--- config.mk ---
export PLATFORM = sky130hd
export DESIGN_NAME = noc_mux
export DESIGN_NICKNAME = d
export VERILOG_FILES = /design/src/rtl/noc_mux.sv
export SDC_FILE = /design/constraint.sdc
export NUM_CORES = 1
export LEC_CHECK = 0
export CAP_MARGIN = 20
export CORE_MARGIN = 2
export CORE_UTILIZATION = 47
export CTS_BUF_LIST = sky130_fd_sc_hd__clkbuf_8
export CTS_CLUSTER_SIZE = 28
export DETAILED_ROUTE_END_ITERATION = 8
export DONT_BUFFER_PORTS = 1
export HOLD_SLACK_MARGIN = 0.15
export SLEW_MARGIN = 20
export SYNTH_ARGS = -nofsm -noshare
export SYNTH_HDL_FRONTEND = slang
export SYNTH_SLANG_ARGS = --single-unit
--- constraint.sdc ---
create_clock -name clk -period 1.7 [get_ports clk]
set_input_delay 0.34 -clock clk [delete_from_list [all_inputs] [get_ports clk]]
set_output_delay 0.34 -clock clk [all_outputs]
set_load 0.02 [all_outputs]
--- src/rtl/noc_mux.sv ---
// noc_mux: packet-level round-robin multiplexer of CHANNELS flit streams
// onto one output link. Once a packet is granted, the grant holds until its
// last flit transfers, so packets are never interleaved on the output.
//
// Ports:
//   clk        clock; all state updates on posedge
//   rst_n      asynchronous, active-low reset
//   in_flit    CHANNELS payloads, channel i at [i*FLIT_WIDTH +: FLIT_WIDTH]
//   in_last    per-channel last-flit-of-packet flag
//   in_valid   per-channel flit valid
//   in_ready   per-channel accept, at most one bit set per cycle
//   out_flit   selected payload (zero when out_valid=0)
//   out_last   selected last flag (zero when out_valid=0)
//   out_valid  output valid
//   out_ready  downstream accept
//
// The datapath is purely combinational: zero latency, no flit storage.
module noc_mux #(
  parameter int FLIT_WIDTH = 32,
  parameter int CHANNELS   = 2
) (
  input  logic                           clk,
  input  logic                           rst_n,
  input  logic [CHANNELS*FLIT_WIDTH-1:0] in_flit,
  input  logic [CHANNELS-1:0]            in_last,
  input  logic [CHANNELS-1:0]            in_valid,
  output logic [CHANNELS-1:0]            in_ready,
  output logic [FLIT_WIDTH-1:0]          out_flit,
  output logic                           out_last,
  output logic                           out_valid,
  input  logic                           out_ready
);

  localparam int GW = (CHANNELS > 1) ? $clog2(CHANNELS) : 1;

  if (CHANNELS < 2) begin : g_bad_channels
    $fatal(1, "noc_mux: CHANNELS must be >= 2");
  end

  typedef enum logic {IDLE, ACTIVE} state_t;

  state_t        state, state_next;
  logic [GW-1:0] gnt, gnt_next;
  logic [GW-1:0] ptr, ptr_next;
  logic [GW-1:0] sel, sel_inc;
  logic          xfer;

  // State register.
  always_ff @(posedge clk or negedge rst_n) begin
    if (!rst_n) begin
      state <= IDLE;
      gnt   <= '0;
      ptr   <= '0;
    end else begin
      // NOTE: non-blocking assignments here so every register samples the
      // pre-edge values of the others, independent of statement order.
      state <= state_next;
      gnt   <= gnt_next;
      ptr   <= ptr_next;
    end
  end

  // Channel selection. In IDLE, search ptr, ptr+1, ... with an explicit
  // modulo wrap so non-power-of-2 channel counts never reach an unused index.
  // In ACTIVE the owner of the packet in flight is the only candidate.
  always_comb begin
    int  idx;
    logic found;
    // NOTE: every variable written in a combinational block gets a default
    // first, so no path leaves it unassigned and no latch is inferred.
    sel   = ptr;
    found = 1'b0;
    idx   = 0;
    if (state == ACTIVE) begin
      sel = gnt;
    end else begin
      for (int k = 0; k < CHANNELS; k++) begin
        idx = int'(ptr) + k;
        if (idx >= CHANNELS) idx = idx - CHANNELS;
        if (!found && in_valid[idx]) begin
          sel   = GW'(idx);
          found = 1'b1;
        end
      end
    end
  end

  assign sel_inc = (sel == GW'(CHANNELS - 1)) ? '0 : sel + 1'b1;
  assign xfer    = out_valid & out_ready;

  // Next-state logic.
  always_comb begin
    state_next = state;
    gnt_next   = gnt;
    ptr_next   = ptr;
    case (state)
      IDLE: begin
        if (out_valid) begin
          if (xfer && out_last) begin
            // Single-flit packet done in one cycle; rotate priority.
            ptr_next = sel_inc;
          end else begin
            // Freeze the choice even if the head flit stalled, so a
            // presented flit is never swapped for another channel's flit.
            gnt_next   = sel;
            state_next = ACTIVE;
          end
        end
      end
      ACTIVE: begin
        if (xfer && out_last) begin
          state_next = IDLE;
          ptr_next   = sel_inc;  // sel == gnt while ACTIVE
        end
      end
      default: state_next = IDLE;
    endcase
  end

  // Output logic. Gated by rst_n so nothing is presented while in reset.
  always_comb begin
    out_valid = 1'b0;
    out_flit  = '0;
    out_last  = 1'b0;
    in_ready  = '0;
    if (rst_n && in_valid[sel]) begin
      out_valid     = 1'b1;
      out_flit      = in_flit[sel*FLIT_WIDTH +: FLIT_WIDTH];
      out_last      = in_last[sel];
      in_ready[sel] = out_ready;
    end
  end

endmodule

==> summary.txt, run 1 <==
Die
  • Die width: 45.05 um
  • Die height: 45.05 um
  • Row count: 14
  • IO Count: 107
  • Starting Density: 51.38%

Placement
  • Final HPWL DP: 2.316 mm
  • Port-buffer cells: 0
  • DP Worst Slack: -0.02771 ns
  • Placed Instances: 190
  • Gpl congestion: 0.7683
  • Placed cell area: 0.001254 mm2

Logic synthesis
  • Area contributors post-synth: nand2_1 (33%), a21oi_1 (21%), dfrtp_1 (9.5%)
  • Synth top area share: 33.18%
  • Mapped Nets: 211
  • Seq cells post-synth: 3
  • Post-Syn Instances: 140
  • Post-Synthesis Cell Area: 792.0 um2
  • Post-synthesis sequential area ratio: 9.479%
  • Yosys Warn Count: 0
  • Post-synth top area cell: nand2_1
  • Post-synth cell types: 26
  • Syn_area_per_cell: 5.657 um2

Clock tree
  • CTS Buf Count: 3
  • H-tree levels: 1
  • Clock root buffer: clkbuf_8
  • CTS max path bufs: 2
  • Clk sinks: 3

Status
  • Halt Reason: [ERROR DPL-0038] Utilization greater than 100%, impossible to legalize
  • Stop stage: global routing
  • Status: aborted with a tool error

GRT
  • Largest net degree at the start of global routing: 24

Timing
  • Worst endpoint, post-GRT repair: out_flit[19]
  • Worst-path endpoint category: top-level output
[logic make-up after synthesis]
kind of cell	count (synthesis)	share of synthesized area, %
flops	3	9.478
buf+inv	12	11.37
simple gates	82	44.08
compound gates	43	35.07
[repair_timing]
item,CTS
buffers inserted,6
endpoints found under the setup margin,36
gates resized for setup,21
hold buffers,1
gates cloned,2
pin swaps,6
hold endpoints to repair,3
[cells in the mapped netlist]
master     instances
buf_6              4
nand4_1            1
o211ai_4           1
a21oi_1           33
nor3b_2            1
o211a_4            1
or2b_1             1
inv_2              2
o221ai_2           1
nor2b_1            1
o22a_1             1
a21oi_4            1
dfrtp_1            3
a211oi_1           1
o21ai_0            2
buf_2              3
nand2_1           70
nand3_1            1
a21o_1             1
nor2_1             3
nand2b_1           1
or3_4              1
o2bb2ai_1          1
and2_1             1
nor2b_4            1
buf_4              3
[metrics by stage]
stage          hold WS, ns  TNS, ns  util [%]
2_1_floorplan      0.04441  -0.1821         -
3_3_place_gp       0.04450        0     81.33
3_5_place_dp       0.04448  -0.2330     81.33
4_1_cts             0.2839   -7.610     95.86
==> run 2: changes to the inputs <==
CORE_AREA = 2 2 63 65   (was default)
CORE_MARGIN = default   (was 2)
CORE_UTILIZATION = default   (was 47)
CTS_BUF_LIST = default   (was sky130_fd_sc_hd__clkbuf_8)
CTS_CLUSTER_SIZE = default   (was 28)
DIE_AREA = 0 0 65 67   (was default)
HOLD_SLACK_MARGIN = default   (was 0.15)
PLACE_DENSITY_LB_ADDON = 0.15   (was default)
==> summary.txt, run 2 <==
Die
  • Row count: 22 (+8)
  • Die area: 0.004355 mm2
  • IO Count: 107 (unchanged)
  • Starting Density: 21.96% (-29 points)
  • Core Footprint: 0.003606 mm2
  • Die height: 67 um (+49%)
  • Die width: 65 um (+44%)

Placement
  • Placed Instances: 200 (+5.3%)
  • Placed cell area: 0.001116 mm2 (-11%)
  • Port-buffer cells: 0 (unchanged)
  • Gpl congestion: 0.9376 (+22%)
  • Final HPWL DP: 2.393 mm (+3.4%)

Finish
  • Share of cells above drive strength 1: 54.44%
  • Most frequent cells in the layout: nand2_1 (60), a21oi_4 (30), buf_4 (17)
  • Nets: 241
  • Finished Cell Area: 0.001625 mm2
  • Ant diodes: 0
  • Commonest non-fill, non-tap cell in the layout: nand2_1
  • Top Registers: gnt (1), ptr (1), state (1)
  • Post-route insts no fill: 217
  • Area delta synth->final: 105.2%
  • Filler instances: 356

Critical path
  • Worst setup path start: gnt
  • Critical R2R Launch: gnt
  • Reg2reg end: ptr
  • Max stage delay cell, worst path: dfrtp_1
  • Critical Path Most Common Cell: buf_12
  • Worst setup SP type: flop
  • R2R cell count: 8
  • Delay of the slowest critical-path stage: 0.40 ns
  • Worst-path fanout max: 7
  • Crit path DAT: 1.60 ns
  • Worst-path cell chain: or3_4 -> o211ai_4 -> buf_12 -> buf_12 -> buf_12 -> a21oi_4
  • CP Data Required Time: 1.36 ns
  • Crit path kind: flop to output pin
  • CP endpoint kind: output pin
  • R2R setup slack: 0.10 ns

Logic synthesis
  • Post-Synthesis Cell Area: 792.0 um2 (unchanged)
  • Yosys Warn Count: 0 (unchanged)
  • Count leader, synth: nand2_1
  • Syn_area_per_cell: 5.657 um2 (unchanged)
  • Post-synthesis sequential area ratio: 9.479% (unchanged)
  • Main flop type after synthesis: dfrtp_1
  • EDFF count, synth: 0 (unchanged)
  • Share of flip-flops with an asynchronous set or reset: 100.0% (unchanged)
  • Seq cells post-synth: 3 (unchanged)
  • Post-synth cell types: 26 (unchanged)
  • Mapped Nets: 211 (unchanged)
  • Synth cell count leaders: nand2_1 (70), a21oi_1 (33), buf_6 (4)
  • Post-synth top area cell: nand2_1
  • Post-Syn Instances: 140 (unchanged)
  • Synth top area share: 33.18% (unchanged)
  • Area contributors post-synth: nand2_1 (33%), a21oi_1 (21%), dfrtp_1 (9.5%)

Routing
  • Detailed Route WL: 3.438 mm
  • Via count normalized by instance count: 5.129
  • Routed Antenna Nets: 0
  • Pre-antenna DRT Iters: 4
  • Vias: 1113
  • DRC: 0
  • WL per Instance: 15.84 um
  • DRT iter0 DRCs: 13

Timing
  • RSZ-0062 raised after global routing: true
  • Minimum clock period: 1.939 ns
  • Post-route clock period utilization: 114.1%
  • Final Hold Viols: 0
  • Worst hold slack: 0.2701 ns
  • Setup Skew: 0.0006754 ns
  • Max frequency: 515.7 MHz
  • Worst Max-Slew Pin Slew: 0.2277 ns
  • Post-route worst setup slack: -0.2391 ns
  • Slew HR: 84.73%
  • Finish-stage setup viols: 36
  • Max Slew Vio Count: 0

Hold path
  • Hold wc startpoint: in_last[0]
  • Hold Path Stages: 2
  • Worst hold path class: primary input to flop
  • WHS Endpoint: ptr

Clock tree
  • CTS clock-pin slew for the worst setup and hold paths: 0.03 ns
  • CTS Buf Count: 3 (unchanged)
  • H-tree levels: 1 (unchanged)
  • TritonCTS clock tree: yes
  • Worst-Skew Late Latency: 0.21 ns
  • Clk sinks: 3 (unchanged)
  • CTS max path bufs: 2 (unchanged)
  • Clock root buffer: clkbuf_8

Status
  • Failing checks: negative setup slack
  • Status: finished, violations left

Run
  • Max-cap check violation count: 0

GRT
  • Global Route Usage Sum: 13.10%
  • Initial antenna violation count: 0
  • Vias in the first global route: 1005
  • Grt total ovfl: 0
  • Largest net degree at the start of global routing: 20
  • First-pass GRT wire length: 4.560 mm

Power
  • Power Dens Cells: 1959 mW/mm2
  • Max VDD drop: 0.6952 mV
  • Static Leakage: 0.0006021 uW
run 2: cell counts after synthesis:
No cell type changed its count.
run 2: timing repair:
item,CTS,global route
hold buffers,1,0
cloned,0,3
setup buffers,3,6
gates resized for setup,33,31
pin swaps,2,15
endpoints found under the setup margin,36,36
endpoints found under the hold margin,3,0
run 2: how the worst max path moves through the flow:
stage / slack [ns] / endpoint / cells after the start
6_report: -0.24 / out_flit[21] / 6
5_1_grt: -0.28 / out_flit[31] / 6
4_1_cts: -0.22 / out_flit[26] / 5
3_5_place_dp: -0.06 / out_flit[0] / 7
3_3_place_gp: -0.04 / out_flit[26] / 6
2_1_floorplan: -0.008 / out_flit[22] / 6
run 2: critical path: cells and delay by family, from the launching register on:
family	cells	cell delay [ns]
buf+inv	3	0.45
compound gates	2	0.15
flops	1	0.40
simple gates	1	0.39
run 2: kinds of logic (layout without fill, tap and decap cells):
| kind of cell | after synthesis | after routing | share of synthesized area, % |
|---|---|---|---|
| AO/OA/AOI/OAI | 43 | 43 | 35.07 |
| AND/OR/NAND/NOR | 82 | 82 | 44.08 |
| flip-flops | 3 | 3 | 9.478 |
| buffers and inverters | 12 | 41 | 11.37 |
run 2: layout make-up:
class / count / area [um2] / share of cell area (%)
multi-input combinational: 125 / 1044 / 64.20
inverter: 2 / 15.01 / 0.9238
tap: 48 / 60.06 / 3.695
timing repair buffer: 35 / 386.6 / 23.79
clock buffer: 4 / 45.04 / 2.771
sequential: 3 / 75.07 / 4.619
run 2: where the power goes:
part           total [uW]  internal (uW)  switching [uW]
clock network         203            160            43.6
logic                2840           1140            1700
registers             139            106            33.1
run 2: routing by layer:
layer | track usage, % | share of wire [%]
met2 | 23.84 | 53
met1 | 15.09 | 37
met3 | 2.872 | 9.4
met4 | 4.255 | 0
met5 | 0 | 0
run 2: per-stage QoR:
stage | setup slack (ns) | TNS, ns | util [%] | power, uW
global route | -0.2846 | -9.134 | 45.07 | 3393
CTS | -0.2158 | -6.670 | 39.35 | 2814
floorplan | -0.007884 | -0.1821 | - | 1766
global placement | -0.04342 | -0.7681 | 30.95 | 2116
detailed placement | -0.05649 | -1.141 | 30.95 | 2175
finish | -0.2391 | -6.804 | 45.07 | 3184
No activity file was read; power rests on OpenSTA's default activity.
